### src/rtl/mem_bus_arbiter.sv
// Two-master, one-slave memory port arbiter (I-cache = master 0, D-cache = master 1).
// Grant is held across consecutive beats; an optional beat cap lets a waiting master preempt.
module mem_bus_arbiter #(
  parameter string TAG       = "mem_arb",
  parameter int    MAX_BURST = 16
) (
  input  logic        clk,
  input  logic        res_n,
  input  logic [31:0] m0_addr,
  input  logic [31:0] m0_dataOut,
  input  logic        m0_re,
  input  logic        m0_we,
  output logic [31:0] m0_dataIn,
  output logic        m0_ready,
  input  logic [31:0] m1_addr,
  input  logic [31:0] m1_dataOut,
  input  logic        m1_re,
  input  logic        m1_we,
  output logic [31:0] m1_dataIn,
  output logic        m1_ready,
  output logic [31:0] mem_addr,
  output logic [31:0] mem_dataOut,
  output logic        mem_re,
  output logic        mem_we,
  input  logic [31:0] mem_dataIn,
  input  logic        mem_ready
);

  // Counter is at least one bit wide so the uncapped build still elaborates.
  localparam int CntW = (MAX_BURST > 0) ? $clog2(MAX_BURST + 1) : 1;
  localparam logic [CntW-1:0] CntMax = (MAX_BURST > 0) ? CntW'(MAX_BURST - 1) : '0;

  typedef enum logic [1:0] {
    S_IDLE = 2'd0,
    S_OWN0 = 2'd1,
    S_OWN1 = 2'd2
  } stateT;

  stateT           state, nextState;
  logic            lastOwner, nextLastOwner;
  logic [CntW-1:0] beatCnt, nextBeatCnt;
  logic            req0, req1;
  logic            capHit;

  assign req0 = m0_re | m0_we;
  assign req1 = m1_re | m1_we;

  // Cap only fires on a completed beat, so a burst is never cut mid-beat.
  assign capHit = (MAX_BURST != 0) && mem_ready && (beatCnt == CntMax);

  assign m0_dataIn = mem_dataIn;
  assign m1_dataIn = mem_dataIn;

  always_ff @(posedge clk or negedge res_n) begin
    if (!res_n) begin
      state     <= S_IDLE;
      lastOwner <= 1'b1;
      beatCnt   <= '0;
    end else begin
      state     <= nextState;
      lastOwner <= nextLastOwner;
      beatCnt   <= nextBeatCnt;
    end
  end

  always_comb begin
    nextState     = state;
    nextLastOwner = lastOwner;
    nextBeatCnt   = beatCnt;
    mem_addr      = '0;
    mem_dataOut   = '0;
    mem_re        = 1'b0;
    mem_we        = 1'b0;
    m0_ready      = 1'b0;
    m1_ready      = 1'b0;

    case (state)
      S_IDLE: begin
        if (req0 && req1) begin
          nextState = lastOwner ? S_OWN0 : S_OWN1;
        end else if (req0) begin
          nextState = S_OWN0;
        end else if (req1) begin
          nextState = S_OWN1;
        end
      end

      S_OWN0: begin
        mem_addr    = m0_addr;
        mem_dataOut = m0_dataOut;
        mem_re      = m0_re;
        mem_we      = m0_we;
        m0_ready    = mem_ready;
        if (!req0) begin
          nextState     = S_IDLE;
          nextLastOwner = 1'b0;
          nextBeatCnt   = '0;
        end else if (capHit && req1) begin
          nextState     = S_OWN1;
          nextLastOwner = 1'b0;
          nextBeatCnt   = '0;
        end else if (mem_ready && (beatCnt != CntMax)) begin
          nextBeatCnt = beatCnt + CntW'(1);
        end
      end

      S_OWN1: begin
        mem_addr    = m1_addr;
        mem_dataOut = m1_dataOut;
        mem_re      = m1_re;
        mem_we      = m1_we;
        m1_ready    = mem_ready;
        if (!req1) begin
          nextState     = S_IDLE;
          nextLastOwner = 1'b1;
          nextBeatCnt   = '0;
        end else if (capHit && req0) begin
          nextState     = S_OWN0;
          nextLastOwner = 1'b1;
          nextBeatCnt   = '0;
        end else if (mem_ready && (beatCnt != CntMax)) begin
          nextBeatCnt = beatCnt + CntW'(1);
        end
      end

      default: nextState = S_IDLE;
    endcase
  end

endmodule

### config.mk
export PLATFORM = sky130hd
export DESIGN_NAME = mem_bus_arbiter
export DESIGN_NICKNAME = d
export VERILOG_FILES = /design/src/rtl/mem_bus_arbiter.sv
export SDC_FILE = /design/constraint.sdc
export NUM_CORES = 1
export LEC_CHECK = 0
export BUFFER_PORTS_ARGS = -buffer_cell sky130_fd_sc_hd__buf_2
export CAP_MARGIN = 20
export CORE_AREA = 2 2 115 117
export CTS_CLUSTER_SIZE = 40
export DETAILED_ROUTE_END_ITERATION = 8
export DIE_AREA = 0 0 117 119
export PLACE_DENSITY = 0.52
export SLEW_MARGIN = 20
export SYNTH_ARGS = -nofsm -noshare
export SYNTH_HDL_FRONTEND = slang
export SYNTH_SLANG_ARGS = --single-unit
export TNS_END_PERCENT = 100
### constraint.sdc
create_clock -name clk -period 2.05 [get_ports clk]
set_input_delay 0.3075 -clock clk [delete_from_list [all_inputs] [get_ports clk]]
set_output_delay 0.3075 -clock clk [all_outputs]
set_load 0.005 [all_outputs]
== After elaboration in Yosys (flattened, before gate mapping) ==
Cells that the tools add are included.
W data, S select, Z words.

* Output and inout port bits: 132
* Input bits: 167
* Bits in registers: 8
* Logic and storage cells: 48

* Reductions and logical operators: 9
* Equality and inequality tests: 7
* Bitwise gates (word level): 2
* Add/sub/neg operators: 1
* Muxes and demuxes: 26

{| class="wikitable"
|+ Operator list
! operator !! number
|-
| $pmux W32 S2 || 2
|-
| $mux W5 || 5
|-
| $mux W2 || 8
|-
| $pmux W5 S2 || 1
|-
| $mux W1 || 6
|-
| $ne A3 B3 Y1 const B || 2
|-
| $pmux W1 S2 || 3
|-
| $pmux W2 S3 || 1
|-
| $reduce_and A3 Y1 || 2
|-
| $add A5 B1 Y5 const B || 1
|-
| $eq A5 B4 Y1 const B || 1
|-
| $logic_and A1 B1 Y1 || 5
|-
| $ne A5 B4 Y1 const B || 1
|-
| $ne A4 B4 Y1 const B || 1
|-
| $eq A2 B1 Y1 const B || 1
|-
| $eq A2 B2 Y1 const B || 1
|-
| $logic_not A2 Y1 || 1
|-
| $or A1 B1 Y1 || 2
|-
| $reduce_bool A2 Y1 || 1
|}

== Depth between registers and ports, before layout ==
Gate-level depths: netlist of the first run.

* Depth after elaboration: 6
* Gate-level depth with buffers: 7

== Worst setup path after synthesis of the first run ==
Ideal clock, no wire load.

* Kind: reg-to-reg
* From: reg beatCnt[0]
* To: reg state[0]
* Stages on the path, launching flop included: 8
* Period minus slack after synthesis: 1.832 ns
* Buffers on the path: 0
* Required time: 1.923 ns
* Setup slack: 0.218 ns
* Arrival: 1.705 ns
* Library setup time: 0.127 ns
* Path through: dfrtp_1 > ha_1 > and3_1 > ha_1 > o211ai_1 > and3_4 > a221o_1 > mux2_1

* Cells in the longest elaborated chain, start to end: 5
* Elaborated cells on any way between the ends: 7
* Classes of those cells: eq/ne: 3; reduce/logical: 4

{| class="wikitable"
|+ RTL lines
! item !! RTL line !! source
|-
| start, declared || 41 || <nowiki>logic [CntW-1:0] beatCnt, nextBeatCnt;</nowiki>
|-
| start signal, assigned || 62 || <nowiki>beatCnt <= nextBeatCnt;</nowiki>
|-
| $eq A5 B4 Y1 (*) || 49 || <nowiki>assign capHit = (MAX_BURST != 0) && mem_ready && (beatCnt == CntMax);</nowiki>
|-
| $logic_and A1 B1 Y1 (*) || 49 ||
|-
| $logic_and A1 B1 Y1 (on tied branches) || 117, 98 ||
|-
| $ne A3 B3 Y1 (no line) || -- ||
|-
| $reduce_and A3 Y1 (no line) (*) || -- ||
|-
| end signal, assigned || 60 || <nowiki>state <= nextState;</nowiki>
|-
| end, declared || 39 || <nowiki>stateT state, nextState;</nowiki>
|}

Mark *: on every way between the ends. The rest lies on a longest branch, timed or not.
A chain may end at the register's enable or synchronous reset.

== Worst setup path in the final report of the first run ==
* From: reg beatCnt[0]
* To: reg state[1]

Same word-level chain as after synthesis.

==> summary.md, run 1 <==
| Metric | Value |
|---|---|
| Post-Synthesis Cells | 279 |
| Pins Over Slew Limit | 0 |
| Pwr/cell area | 1220 mW/mm² |
| Peak supply drop | 780 µV |
| Slew HR | 0.732 |
| Critical Path Source | beatCnt[0] |
| Yosys cell types | 32 |
| Via count | 2432 |
| Die footprint | 0.0139 mm² |
| CP Class | flip-flop to flip-flop |
| Initial Util | 0.146 |
| Routed WL | 8.53 mm |
| Synth Register Bits | 8 |
| Final hold slack | 0.449 ns |
| # DRC | 0 |
| Drt first pass iters | 4 |
| Dominant synthesized flop cell | dfrtp_1 |
| Largest fanout on the critical path | 4 |
| Synth-to-Final Area Change | 46.3% |
| Total power | 0.00336 W |
| Cell Rows | 42 |
| First-pass GRT wire length | 11.6 mm |
| Syn. warnings | 0 |
| CTS tree | built |
| DR vias/cell | 4.18 |
| Reg area | 201 µm² |
| Syn Area/Cell | 6.75 µm² |
| Synth area leaders | a22oi_1 (26%), buf_4 (26%), nor2_1 (15%) |
| Final Hold Viols | 0 |
| Worst skew pair latency | 0.23 ns |
| Share of cells above drive strength 1 | 0.544 |
| Final #Nets | 580 |
| Minimum clock period | 1.96 ns |
| I/O pin cnt | 299 |
| Largest area contributor in the synthesized netlist | a22oi_1 |
| Fill cells | 1459 |
| DRT iter0 DRCs | 91 |
| Ys async rst share | 1.00 |
| Crit Reg-Reg Startpoint | beatCnt[0] |
| Clk_skew | 0.00165 ns |
| Post-Syn Area | 0.00188 mm² |
| Post-route ant nets | 0 |
| Yosys top cell area share | 0.263 |
| Routability cong. | 0.782 |
| Tightest Pin Transition | 0.391 ns |
| Buffers on Ports | 202 |
| Pin count of the biggest net entering global routing | 38 |
| Wire per inst | 14.7 µm |
| Core Area | 0.0129 mm² |
| Num CTS Buffers | 3 |
| DIE WIDTH | 117 µm |
| Vias in the first global route | 2170 |
| Crit start category | flip-flop |
| Number of diodes | 0 |
| Die height | 119 µm |
| Depth of the CTS H-tree | 1 |
| Fmax | 510 MHz |
| Largest buffer count on any clock path | 2 |
| Worst EP arrival | 2.07 ns |
| Root Driver | clkbuf_16 |
| Lkg Pwr | 1.47 nW |
| Area occupied by multi-input gates | 0.00109 mm² |
| Syn Nets | 452 |
| EDFF count, synth | 0 |
| Total track usage | 0.105 |
| Flop2flop setup slack | 0.09 ns |
| Hpwl dp | 7.13 mm |
| Clock Sinks | 8 |
| Period utilization | 0.956 |
| WP data required | 2.16 ns |
| Max-Cap Viols | 0 |
| CP endpoint kind | flip-flop |
| Worst Reg2Reg Path Length in Cells | 7 |
| Status | complete, no violations |
| FF-to-FF End | state[1] |
| Hold crit path type | primary input to asynchronous set/reset pin |
| Initial antenna violation count | 0 |
| Grt ovf | 0 |
| Final Cell Area | 0.00276 mm² |
| Clock transition at path regs | 0.04 ns |
| Sequential-to-total area share from yosys stat | 0.107 |
| Count of final setup violators | 0 |
| Post-DP Area | 0.00264 mm² |
registers in the layout, summed over array words and instances, names as in the netlist:
signal     flops
beatCnt        5
lastOwner      1
state          2
through the flow:
stage / cells / TNS [ns] / util / setup slack [ns]
after floorplan: 279 / 0 / - / 0.218
after global placement: 577 / 0 / 0.205 / 0.137
after detailed placement: 577 / 0 / 0.205 / 0.103
after CTS: 582 / 0 / 0.212 / 0.0208
after global routing: 582 / -0.00531 / 0.214 / -0.00531
final: 582 / 0 / 0.214 / 0.0896
synthesized netlist by cell type, types with 2 or more instances:
master and instances:
nor2_1 74, ha_1 6, a21oi_1 5, xor2_1 2, buf_1 5, nand3b_1 2, inv_1 6, nand2_1 4
mux2_1 2, a22oi_1 66, dfrtp_1 7, clkbuf_1 16, and2_1 2, buf_4 64
metal layers:
layer,part of all wire,up-vias,global-route usage
li1,-,1166,-
met1,0.39,1117,0.129
met2,0.51,141,0.190
met3,0.094,8,0.0239
met4,0.0075,0,0.0118
met5,0,-,0
where the power goes:
group / total (W) / switching (W) / leakage [nW] / internal, W
Sequential: 0.000260 / 0.0000449 / 0.103 / 0.000215
Combinational: 0.00276 / 0.00155 / 1.33 / 0.00121
Clock: 0.000339 / 0.0000798 / 0.0382 / 0.000259
what timing repair did:
action / CTS / global route
cloned: 0 / 0
hold buffers: 1 / 0
gates resized for setup: 1 / 6
setup endpoints to repair: 5 / 35
endpoints found under the hold margin: 7 / 0
buffers inserted: 0 / 0
worst max path at each step:
stage                                 end  slack, ns  cells past startpoint
final                            state[1]       0.09                      7
after global routing             state[1]     -0.005                      7
after CTS                 mem_dataOut[10]       0.02                      6
after detailed placement         state[1]       0.10                      6
after global placement           state[1]       0.14                      7
after floorplan                  state[0]       0.22                      7
logic make-up after synthesis:
family | Yosys count | share of synthesized area
flops | 8 | 0.107
xor+xnor | 3 | 0.0140
mux | 3 | 0.0173
simple gates | 88 | 0.195
buf+inv | 93 | 0.322
fa+ha+maj | 6 | 0.0399
compound gates | 78 | 0.305
placed cells by master, fill, tap and decap left out, types with 2 or more instances in the layout:
master,netlist,layout
buf_2,0,202
nand3b_1,2,2
buf_8,0,2
a21oi_1,5,5
mux2_1,2,2
inv_1,6,5
and2_1,2,2
ha_2,0,3
nor2_1,74,74
a22oi_1,66,65
clkbuf_16,0,3
ha_1,6,3
dfrtp_1,7,7
xor2_1,2,2
nand2_1,4,4
buf_12,0,4
worst max-delay path, cell delays in order (launching register included):
cell and delay [ns]:
dfrtp_1 0.37, ha_1 0.18, and3_1 0.17, ha_2 0.21
o211ai_1 0.11, and3_4 0.20, a221o_1 0.29, mux2_1 0.32
layout make-up:
cell class	instances	share of cell area
timing repair buffer	210	0.413
multi-input combinational	178	0.397
tap	176	0.0799
sequential	8	0.0731
clock buffer	4	0.0286
inverter	6	0.00817
No activity file was read; power rests on OpenSTA's default activity.
==> run 2: changes to the inputs <==
--- a/constraint.sdc
+++ b/constraint.sdc
@@ -3,2 +3,2 @@
 set_output_delay 0.3075 -clock clk [all_outputs]
-set_load 0.005 [all_outputs]
+set_load 0.02 [all_outputs]
==> run 2 against run 1 <==
Against the previous run:
- first-iteration DRC count is 48% higher
- global-route usage up 0.19 points
- cell count grew 1.0%
- combinational power rose by 34%
- non-clock buffer count grew 6
- via count rose by 0.74%
- register-to-register slack barely moved
- utilization rose by 1.0 points
- highest routed layer is now met5
==> summary.md, run 2 (same netlist as run 1, synthesis figures left out) <==
| Metric | Value |
|---|---|
| Clock Sinks | 8 (unchanged) |
| CTS tree | built |
| Pwr/cell area | 1500 mW/mm² (+23%) |
| Pins Over Slew Limit | 0 (unchanged) |
| Clk_skew | 0.00477 ns (+0.00312 ns) |
| Pin count of the biggest net entering global routing | 37 (-2.6%) |
| Final Cell Area | 0.00289 mm² (+4.7%) |
| Place WS | 0.106 ns (+0.00223 ns) |
| Worst EP arrival | 1.65 ns (-0.42 ns) |
| Critical Path Source | state[0] |
| Tightest Pin Transition | 0.357 ns (-0.0339 ns) |
| Number of diodes | 0 (unchanged) |
| Count of final setup violators | 0 (unchanged) |
| Share of cells above drive strength 1 | 0.553 (+0.00906) |
| Vias in the first global route | 2176 (+0.28%) |
| Crit start category | flip-flop |
| Routability cong. | 0.795 (+1.6%) |
| Synth-to-Final Area Change | 53.2% |
| Total track usage | 0.107 (+0.00186) |
| Slew HR | 0.756 (+0.0232) |
| Buffers on Ports | 202 (unchanged) |
| Critical Path Slowest Stage Cell | dfrtp_2 |
| Placed cell count | 579 (+0.35%) |
| Largest buffer count on any clock path | 2 (unchanged) |
| DRT iter0 DRCs | 135 (+48%) |
| Crit Reg-Reg Startpoint | beatCnt[0] |
| Minimum clock period | 1.96 ns (+0.00210 ns) |
| PnR worst setup slack | 0.0875 ns (-0.00210 ns) |
| # DRC | 0 (unchanged) |
| Status | complete, no violations |
| Fmax | 510 MHz (-0.11%) |
| Grt ovf | 0 (unchanged) |
| Fill cells | 1450 (-0.62%) |
| Cell Chain, Critical Path | inv_2 > ha_4 > buf_12 > clkbuf_16 > a22oi_1 > nor2_1 > buf_2 |
| Largest stage delay, worst path | 0.41 ns (+0.04 ns) |
| Leading cell type in the layout, fill and taps excluded | buf_2 |
| Hpwl dp | 7.13 mm (about the same) |
| Via count | 2450 (+0.74%) |
| Initial antenna violation count | 1 (+1) |
| CP endpoint kind | output port |
| Final #Nets | 586 (+1.0%) |
| WP data required | 1.74 ns (-0.42 ns) |
| Max-Cap Viols | 0 (unchanged) |
| Clock transition at path regs | 0.04 ns (about the same) |
| Routed WL | 8.77 mm (+2.9%) |
| Peak supply drop | 735 µV (-5.8%) |
| Post-route insts no fill | 588 (+1.0%) |
| Most flop-heavy register | beatCnt |
| Final Util | 0.224 (+0.0101) |
| Final Hold Viols | 0 (unchanged) |
| Max reg flops | 5 (unchanged) |
| Hold crit path type | primary input to asynchronous set/reset pin |
| Depth of the CTS H-tree | 1 (unchanged) |
| Most frequent cells in the layout | buf_2 (200), nor2_1 (74), a22oi_1 (66), buf_12 (7) |
| Initial Util | 0.146 (unchanged) |
| First-pass GRT wire length | 11.8 mm (+1.4%) |
| DR vias/cell | 4.17 (-0.29%) |
| Reg area | 203 µm² (+0.62%) |
| Cell Rows | 42 (unchanged) |
| DIE WIDTH | 117 µm (unchanged) |
| Fin Setup TNS | 0 ns (unchanged) |
| Die footprint | 0.0139 mm² (unchanged) |
| Wire per inst | 14.9 µm (+1.8%) |
| Unrepaired setup endpoints after global routing | no |
| Post-DP Area | 0.00268 mm² (+1.5%) |
| I/O pin cnt | 299 (unchanged) |
| Largest fanout on the critical path | 12 (+8) |
| Num CTS Buffers | 3 (unchanged) |
| Root Driver | clkbuf_16 |
| Lkg Pwr | 1.52 nW (+3.6%) |
| Biggest regs | beatCnt x5, state x2, lastOwner x1 |
| Post-route ant nets | 0 (unchanged) |
| CP Class | flip-flop to output port |
| Worst skew pair latency | 0.24 ns (about the same) |
| Drt first pass iters | 4 (unchanged) |
| Period utilization | 0.957 (+0.00103) |
| Core Area | 0.0129 mm² (unchanged) |
| Area occupied by multi-input gates | 0.00111 mm² (+1.7%) |
| Die height | 119 µm (unchanged) |
## run 2: cell count changes in the layout (fill, tap and decap cells not counted), moves of 3 or more
cell,change
ha_2,-3
buf_4,+5
buf_12,+3
ha_4,+3
## run 2: final cells by class
| class | instances | area share |
|---|---|---|
| clock buffers | 4 | 0.0273 |
| inverters | 6 | 0.00867 |
| multi-input cells | 178 | 0.386 |
| flip-flops and latches | 8 | 0.0703 |
| well taps | 176 | 0.0763 |
| repair buffers | 216 | 0.432 |
## run 2: repair_timing
action	in CTS	in global routing
gates resized for setup	2	7
buffers inserted	0	2
setup endpoints to repair	13	63
hold buffers	1	0
cloned	0	2
endpoints found under the hold margin	7	0
## run 2: power by group
group / switching [W] / leakage [nW] / internal (W)
registers: 0.0000560 / 0.101 / 0.000217
clock network: 0.0000859 / 0.0382 / 0.000260
logic: 0.00224 / 1.38 / 0.00147
## run 2: worst max-delay path, delay by kind of cell (launching register included)
| kind | cells | cell delay [ns] |
|---|---|---|
| AND/OR/NAND/NOR | 1 | 0.06 |
| AO/OA/AOI/OAI | 1 | 0.22 |
| adder cells (fa/ha/maj) | 1 | 0.20 |
| buffers and inverters | 4 | 0.54 |
| flip-flops | 1 | 0.41 |
## run 2: path summary, 6_finish.rpt
path	to	slack, ns	cells after the start
setup reg to reg	state[0]	0.10	7
hold reg to reg	beatCnt[4]	0.52	2
hold / removal	beatCnt[4]	0.44	2
max in group asynchronous	lastOwner	1.37	2
setup / recovery	mem_dataOut[2]	0.09	7
min in group clk	beatCnt[1]	0.51	4
## run 2: metrics by stage
step | hold WS [ns] | total power [W]
after floorplan | 0.0119 | 0.00261
after global placement | 0.159 | 0.00370
after detailed placement | 0.166 | 0.00374
after CTS | 0.448 | 0.00414
after global routing | 0.491 | 0.00465
final | 0.440 | 0.00433
## run 2: metal layers
metal  share of wire  wire (µm)  global-route usage  up-vias
li1                -          -                   -     1180
met1            0.40       3540               0.133     1115
met2            0.50       4350               0.191      145
met3           0.091        798              0.0244        8
met4          0.0073         64              0.0118        2
met5          0.0022         19                   0        -
